File: src/rtl/tr_bank.sv
// rtl/tr_bank.sv - bank of temp registers with load, increment and registered read
// Optional TR_BANK_BYPASS_EN forwards a same-cycle update to the read port.
module tr_bank #(
  parameter int DIN_W  = 9,
  parameter int DOUT_W = 18,
  parameter int DEPTH  = 4,
  localparam int AW    = $clog2(DEPTH)
) (
  input  logic              clk,
  input  logic              rst,
  input  logic              write,
  input  logic              inc,
  input  logic              read,
  input  logic [AW-1:0]     wsel,
  input  logic [AW-1:0]     rsel,
  input  logic [DIN_W-1:0]  din,
  output logic [DOUT_W-1:0] dout,
  output logic              dvalid,
  output logic              rd_unwritten
);

  logic [DOUT_W-1:0] entry [DEPTH];
  logic [DEPTH-1:0]  written;

  logic              upd_en;
  logic [DOUT_W-1:0] upd_val;
  logic [DOUT_W-1:0] rd_data;
  logic              rd_written;

  assign upd_en = write | inc;

  // Load wins over increment when both are requested.
  always_comb begin
    upd_val = '0;
    if (write) begin
      upd_val[DIN_W-1:0] = din;
    end else begin
      upd_val = entry[wsel] + DOUT_W'(1);
    end
  end

  always_comb begin
    rd_data    = entry[rsel];
    rd_written = written[rsel];
`ifdef TR_BANK_BYPASS_EN
    if (upd_en && (rsel == wsel)) begin
      rd_data    = upd_val;
      rd_written = 1'b1;
    end
`endif
  end

  always_ff @(posedge clk or posedge rst) begin
    if (rst) begin
      for (int i = 0; i < DEPTH; i++) begin
        entry[i] <= '0;
      end
      written      <= '0;
      dout         <= '0;
      dvalid       <= 1'b0;
      rd_unwritten <= 1'b0;
    end else begin
      if (upd_en) begin
        entry[wsel]   <= upd_val;
        written[wsel] <= 1'b1;
      end
      dvalid <= read;
      if (read) begin
        dout         <= rd_data;
        rd_unwritten <= ~rd_written;
      end
    end
  end

endmodule
File: config.mk
export PLATFORM = sky130hd
export DESIGN_NAME = tr_bank
export DESIGN_NICKNAME = d
export VERILOG_FILES = /design/src/rtl/tr_bank.sv
export SDC_FILE = /design/constraint.sdc
export NUM_CORES = 1
export LEC_CHECK = 0
export ABC_AREA = 0
export CORE_ASPECT_RATIO = 0.9
export CORE_MARGIN = 8
export CORE_UTILIZATION = 50
export DETAILED_ROUTE_END_ITERATION = 10
export GPL_TIMING_DRIVEN = 1
export HOLD_SLACK_MARGIN = 0.03
export PLACE_DENSITY = 0.7
export SLEW_MARGIN = 5
export SYNTH_ARGS = -nofsm -noshare
export SYNTH_HDL_FRONTEND = slang
export SYNTH_SLANG_ARGS = --single-unit
File: constraint.sdc
create_clock -name clk -period 3.65 [get_ports clk]
set_input_delay 0.5475 -clock clk [delete_from_list [all_inputs] [get_ports clk]]
set_output_delay 0.5475 -clock clk [all_outputs]
set_load 0.02 [all_outputs]
# Word level (Yosys, flattened, before mapping)
# Index checks and enable logic that the tools add are counted.
# totals
output_inout_bits	20
ff_bits	96
# classes
n_bitwise	5
order_cmp	6
muxes	15
n_reduce_logical	2
n_addsub	1
# ops
cell	n
two-way mux 18 bit	5
binary-select mux 18 bit (select 2 bit)	2
bitwise mux 72 bit	1
demux 18 bit (select 2 bit)	1
adder 18 x 1 -> 18 bit, second input constant	1
two-way mux 9 bit	2
>= comparator 3 bit, second input constant	2
< comparator 2 x 3 -> 1 bit, second input constant	2
inverter 2 -> 3 bit	2
bitwise OR 4 bit	1
< comparator 3 x 1 -> 1 bit, second input constant	1
binary-select mux 1 bit (select 2 bit)	1
demux 1 bit (select 2 bit)	1
>= comparator 2 x 1 -> 1 bit, second input constant	1
logical AND 1 bit	2
two-way mux 1 bit	2
inverter 1 bit	1
bitwise OR 1 bit	1

# Logic depth before layout (Yosys ltp)
# Gate-level depths: netlist of run 1.
# logic_depth
ltp_word	7
mapped_depth	10

# Worst setup path before layout of run 1
# OpenSTA, ideal clock, no wires.
# synth_path
path_type	input-to-reg
start	input port wsel[0]
end	register entry[12] (netlist bit)
arrival_ns	2.614
stages	10
slack_ns	0.950
required_time_ns	3.563
path_cell_list	buf_6 buf_12 mux4_2 ha_1 nand2_1 o22ai_4 nand3b_4 buf_2 or4_1 o211ai_1
# synth_via
elab_chain_len	7
# synth_rtl
item	line	text
from (decl)	14	input logic [AW-1:0] wsel,
inverter 2 -> 3 bit (implied by the code) (*)	38, 64	
binary-select mux 18 bit (select 2 bit)	38	upd_val = entry[wsel] + DOUT_W'(1);
two-way mux 18 bit (implied by the code) (2 in a row)	38	
adder 18 x 1 -> 18 bit	38	
two-way mux 9 bit	35	if (write) begin
bitwise mux 72 bit (*)	64	entry[wsel] <= upd_val;
to (signal, indexed assignment)	64	
to (decl)	22	logic [DOUT_W-1:0] entry [DEPTH];
# Mark *: on every way between the ends. The rest lies on a longest branch, timed or not. The select of a mux whose other input is x is not followed.
# A chain may end at the register's enable or synchronous reset.

# Worst setup path in the final report of run 1
# layout_path
start	input port wsel[1]
end	register entry[32] (netlist bit)
# The elaborated chain is that of the path after synthesis.

==> flow_summary_export.csv, run 1 <==
group,metric,value,unit
logic_synthesis,synth_fa_ha_area_frac,0.002328,
logic_synthesis,syn-num-nets,485,
critical_path,critPathLaunchType,"primary input",
logic_synthesis,synth_compound_area_frac,0.09104,
timing,rsz0062_at_grt,"no",
timing,slew_headroom,0.5121,
cells_and_area,drive_gt1_frac,0.2080,
detailed_routing,vias,4038,
critical_path,cp_num_buf_inv,2,
critical_path,crit_path_end_kind,"flip-flop",
cells_and_area,fill_cells,889,
cts,clk_latency,0.35,ns
logic_synthesis,synth_cell_types,45,
global_routing,grt_pass1_wl,22.38,mm
detailed_routing,drt_wl_total,13.53,mm
critical_path,crit_path_top_delay_cell,"clkdlybuf4s50_1",
detailed_routing,drtAntennaViolNets,0,
cts,clockBufferDepth,2,
cells_and_area,fin_util,0.5798,
cts,htreeDepth,3,
logic_synthesis,yosys-top-cells-area,"dfrtp_1 (45%), mux4_2 (13%), nand2_1 (6.1%), mux2_2 (5.9%), o211ai_1 (2.9%)",
min_path,hp-class,"flip-flop to flip-flop",
logic_synthesis,synth_simple_gate_area_frac,0.1809,
placement,dp.cells,617,
global_routing,track_usage,0.1983,
logic_synthesis,synth_edf_count,0,
outcome,outcome,"finished, final reports clean",
critical_path,path_delay_family,"simple AND/OR/NAND/NOR gates",
detailed_routing,drtPass1Iterations,5,
detailed_routing,wl_per_cell,21.37,um
pwr,ir_drop,525.5,uV
cells_and_area,fin_cells,633,
logic_synthesis,async_flop_share,1.000,
logic_synthesis,muxShareOfSynthArea,0.2247,
critical_path,reg2reg_depth,7,
cts,cts_resized,0,
detailed_routing,drc,0,
placement,hpwl,8.890,mm
timing,final_max_slew_viol_count,0,
floorplanning,die_area,14330,um^2
timing,finalSetupTns,0,ns
floorplanning,initial_core_util,0.5055,
timing,timing.final.crit_period,3.079,ns
cts,postCtsSetupBuffers,0,
timing,setup_viol,0,
cts,clock-sinks,96,
logic_synthesis,synth-xor-area-share,0.01467,
cells_and_area,final_cell_mix,"dfrtp_1 (96), nand2_1 (88), clkdlybuf4s50_1 (37)",
cells_and_area,diodes,0,
logic_synthesis,yosysSeqAreaShare,0.4470,
job,maxCapViolations,0,
detailed_routing,drt_iter0_markers,332,
critical_path,critPathMaxStageDelay,0.63,ns
floorplanning,fp.dieW,125.3,um
global_routing,grt_pass1_vias,4162,
timing,fin_ws,0.5713,ns
critical_path,cp_max_fo,26,
logic_synthesis,syn_inst,466,
min_path,min_path_cells,1,
floorplanning,row_count,36,
global_routing,grt_start_max_net_pins,46,
critical_path,required,3.92,ns
floorplanning,die_h,114.4,um
cells_and_area,num-nets-final,514,
cts,cts_tree,"yes",
logic_synthesis,synth_area,5374,um^2
cts,root_buffer,"clkbuf_16",
logic_synthesis,synth_top_family_by_area,"multiplexers",
critical_path,cp_cell_sequence,"clkdlybuf4s50_1 -> buf_4 -> mux4_1 -> nand4_4 -> nand4b_1 -> or4_1 -> nand3_1",
critical_path,rrSetupSlack,1.12,ns
cts,clk_pin_slew_worst_paths,0.06,ns
pwr,power-per-cell-area,489.1,nW/um^2
critical_path,cp.depth,7,
cells_and_area,syn2layout_area_growth,14.69,%
placement,dp_slack,0.2658,ns
cts,numCtsBuffers,9,
global_routing,grt_overflow,0,
placement,portBuffers,37,
critical_path,cp_data_arrival_time,3.35,ns
logic_synthesis,ys_seq_elements,96,
cts,cts-hold-fix-buffers,0,
timing,fin_skew,0.01275,ns
detailed_routing,vias_per_cell,6.379,
logic_synthesis,yosysTopAreaCell,"dfrtp_1",
timing,hold_viol_final,0,
logic_synthesis,ys_warn_count,0,
critical_path,crit_type,"primary input to flip-flop",
timing,fmax,324.8,MHz
logic_synthesis,synth.avg_cell_area,11.53,um^2
floorplanning,ioPinCount,38,
placement,gp_congestion,0.7852,
cells_and_area,final_common_cell,"dfrtp_1",
global_routing,antenna_found_initial,0,
pwr,p_leak,0.002545,uW
floorplanning,core,10630,um^2
logic_synthesis,synthFlopType,"dfrtp_1",
timing,worstMarginPinSlew,0.7292,ns
logic_synthesis,synth.top_cell.area_share,0.4470,
timing,timing.final.crit_share,0.8435,
## worst reg2reg max path, cell delays in order (launching register included)
cell     delay, ns
dfrtp_1       0.38
mux4_2        0.34
ha_1          0.30
nand2_1       0.12
o22ai_4       0.31
nand4_1       0.35
or4_1         0.56
nand3_1       0.10
## cell families after synthesis
family          after synthesis
simple gates                184
fa+ha+maj                     1
xor+xnor                      9
compound gates               68
flops                        96
buf+inv                      39
mux                          69
## registers in the layout (all words and copies together), names as in the netlist
register	cells
dvalid	1
rd_unwritten	1
entry	72
dout	18
written	4
## synth_stat cells (3+ instances only)
cell and number:
a21oi_1 8, a221oi_1 3, buf_2 5, buf_4 3, clkbuf_1 22, dfrtp_1 96, inv_1 3, mux2_2 28
mux2i_1 4, mux4_1 5, mux4_2 32, nand2_1 88, nand2b_1 6, nand3_1 20, nor2_1 24, nor3_1 3
o211ai_1 21, o21ai_0 11, o221ai_1 8, o31ai_1 16, or3_1 6, or4_1 13, xnor2_1 6, xor2_1 3
## metrics by stage
step / total power (uW) / hold WS [ns] / instance area (um^2)
after CTS: 3026 / 0.4693 / 6163
after global placement: 1980 / 0.4471 / 5841
after floorplan: 1770 / 0.4287 / 5374
final: 3014 / 0.4701 / 6163
after detailed placement: 1999 / 0.4541 / 5841
after global routing: 3141 / 0.4807 / 6163
## final timing paths
kind,start,endpoint
min,written[3],written[3]
min reg2reg,written[3],written[3]
min in group asynchronous,rst,rd_unwritten
max reg2reg,entry[54],entry[70]
max,wsel[1],entry[32]
max in group asynchronous,rst,entry[39]
## layer usage
| layer | wire (um) | track usage | share of wire | vias to the layer above |
|---|---|---|---|---|
| li1 | - | - | - | 1809 |
| met1 | 5924 | 0.2619 | 0.44 | 2048 |
| met2 | 6200 | 0.3114 | 0.46 | 162 |
| met3 | 1139 | 0.05354 | 0.084 | 19 |
| met4 | 262 | 0.06564 | 0.019 | 0 |
| met5 | 0 | 0 | 0 | - |
## layout make-up
cell class / count / area, um^2 / area share
Multi-Input combinational cell: 331 / 2760 / 0.4478
Clock inverter: 5 / 80.08 / 0.01299
Tap cell: 133 / 166.4 / 0.02700
Clock buffer: 11 / 242.7 / 0.03938
Sequential cell: 96 / 2402 / 0.3898
Timing Repair Buffer: 54 / 498.0 / 0.08080
Inverter: 3 / 13.76 / 0.002233
## where the power goes
part / switching (uW) / total, uW / internal [uW]
Combinational: 356 / 678 / 322
Sequential: 103 / 1310 / 1210
Clock: 409 / 1030 / 618
Total: 868 / 3010 / 2150
Power figures use the tool's default switching activity.
==> inputs of run 2 (changes only) <==
--- a/config.mk
+++ b/config.mk
@@ -12,7 +12,7 @@
 export DETAILED_ROUTE_END_ITERATION = 10
 export GPL_TIMING_DRIVEN = 1
 export HOLD_SLACK_MARGIN = 0.03
-export PLACE_DENSITY = 0.7
+export PLACE_DENSITY = 0.72
 export SLEW_MARGIN = 5
 export SYNTH_ARGS = -nofsm -noshare
 export SYNTH_HDL_FRONTEND = slang
==> constraint.sdc (replaced) <==
create_clock -name clk -period 2.5 [get_ports clk]
set_input_delay 0.375 -clock clk [delete_from_list [all_inputs] [get_ports clk]]
set_output_delay 0.375 -clock clk [all_outputs]
set_load 0.02 [all_outputs]
==> flow_summary_export.csv, run 2 (synthesis gave the netlist of run 1 again) <==
group,metric,value,unit
outcome,outcome,"finished, final reports clean",
timing,fmax,433.0,MHz
cts,clockBufferDepth,2,
detailed_routing,drtPass1Iterations,5,
global_routing,grt_overflow,0,
detailed_routing,vias_per_cell,6.142,
cells_and_area,final_common_cell,"dfrtp_1",
floorplanning,fp.dieW,125.3,um
timing,setup_viol,0,
timing,fin_skew,0.006546,ns
floorplanning,row_count,36,
critical_path,crit_path_top_delay_cell,"or4_1",
placement,hpwl,9.467,mm
cts,clk_pin_slew_worst_paths,0.06,ns
critical_path,cp_data_arrival_time,2.59,ns
timing,finalSetupTns,0,ns
detailed_routing,drt_iter0_markers,405,
global_routing,grt_start_max_net_pins,97,
timing,timing.final.crit_period,2.309,ns
detailed_routing,drtAntennaViolNets,0,
timing,rsz0062_at_grt,"no",
placement,portBuffers,37,
pwr,p_leak,0.002804,uW
floorplanning,die_area,14330,um^2
cells_and_area,num-nets-final,563,
critical_path,critPathMaxStageDelay,0.57,ns
pwr,ir_drop,671.9,uV
floorplanning,die_h,114.4,um
pwr,totalPowerFinal,4402,uW
critical_path,critPathLaunchType,"primary input",
critical_path,cp_max_fo,15,
global_routing,grt_pass1_wl,23.02,mm
cts,clock-sinks,96,
timing,slew_headroom,0.6622,
cts,numCtsBuffers,9,
timing,hold_viol_final,0,
detailed_routing,drc,0,
cts,htreeDepth,3,
global_routing,track_usage,0.2055,
floorplanning,ioPinCount,38,
detailed_routing,vias,4189,
cts,clk_latency,0.35,ns
cells_and_area,top_regs,"entry (72), dout (18), written (4)",
job,maxCapViolations,0,
global_routing,grt_pass1_vias,4306,
critical_path,cp_cell_sequence,"dlygate4sd2_1 -> buf_4 -> mux4_2 -> nand4_4 -> nand4b_1 -> or4_1 -> nand3_1",
cells_and_area,diodes,0,
timing,final_max_slew_viol_count,0,
timing,timing.final.crit_share,0.9237,
min_path,hp-class,"flip-flop to flip-flop",
critical_path,required,2.78,ns
placement,dp_slack,-0.4082,ns
cells_and_area,syn2layout_area_growth,22.70,%
cells_and_area,drive_gt1_frac,0.2914,
cells_and_area,largest_reg_flops,72,
global_routing,antenna_found_initial,0,
cts,root_buffer,"clkbuf_16",
pwr,power-per-cell-area,667.6,nW/um^2
cts,cts_tree,"yes",
global_routing,busiest_layer,"met2",
cells_and_area,final_cell_mix,"dfrtp_1 (96), nand2_1 (87), buf_4 (61)",
detailed_routing,drt_wl_total,14.00,mm
critical_path,crit_path_end_kind,"flip-flop",
global_routing,met2_usage,0.3338,
detailed_routing,wl_per_cell,20.52,um
global_routing,grtUsageMet1,0.2684,
timing,worstMarginPinSlew,0.5066,ns
cts,cts-hold-fix-buffers,0,
critical_path,crit_type,"primary input to flip-flop",
floorplanning,initial_core_util,0.5055,
placement,gp_congestion,0.8407,
timing,fin_ws,0.1907,ns
floorplanning,core,10630,um^2
cells_and_area,regMostFlops,"entry",
global_routing,use_met3,0.05168,
[run 2: cell types whose count changed in the layout (fill, tap and decap cells not counted), moves of 2 or more]
cell | before | now
buf_4 | 17 | 61
buf_12 | 0 | 3
xnor2_1 | 6 | 3
xnor2_2 | 0 | 3
clkdlybuf4s50_1 | 37 | 35
clkinv_2 | 1 | 3
[run 2: per-stage QoR]
step                      hold WS [ns]    util  cell area (um^2)  cells
after floorplan                 0.4064       -              5390    466
after global placement          0.4478  0.5867              6237    663
after detailed placement        0.4469  0.5867              6237    663
after CTS                       0.4661  0.6145              6533    679
after global routing            0.4958  0.6203              6594    682
final                           0.4644  0.6203              6594    682
[run 2: path summary, 6_finish.rpt]
kind / start / end / slack (ns) / cells past startpoint
setup / recovery: wsel[1] / entry[32] / 0.19 / 7
hold / removal: written[1] / written[1] / 0.46 / 1
min in group asynchronous: rst / dout[13] / 0.52 / 3
setup reg to reg: entry[36] / entry[52] / 0.33 / 7
max in group asynchronous: rst / dout[3] / 1.61 / 3
hold reg to reg: written[1] / written[1] / 0.46 / 1
[run 2: layer usage]
layer | up-vias | part of all wire
li1 | 1898 | -
met1 | 2105 | 0.44
met2 | 171 | 0.47
met3 | 15 | 0.072
met4 | 0 | 0.013
met5 | - | 0
[run 2: what timing repair did]
action | in CTS | in global routing
gates cloned | 0 | 1
gates resized for setup | 2 | 7
setup endpoints to repair | 6 | 43
pin swaps | 0 | 6
buffers inserted | 0 | 2
[run 2: power breakdown]
part	switching [uW]	internal (uW)	leakage [uW]
sequential	158	1760	0.00124
combinational	559	568	0.00142
clock	586	770	0.000138
total	1300	3100	0.00280
[run 2: layout make-up]
class	count	area, um^2
well taps	133	166.4
clock buffers	10	229.0
fillers	855	4036
flip-flops and latches	96	2402
multi-input cells	332	2820
repair buffers	102	900.9
inverters	3	15.01
clock inverters	6	60.06
[run 2: critical path, delay by kind of cell]
kind	cells	cell delay [ns]
simple gates	4	1.21
buf+inv	2	0.68
mux	1	0.32
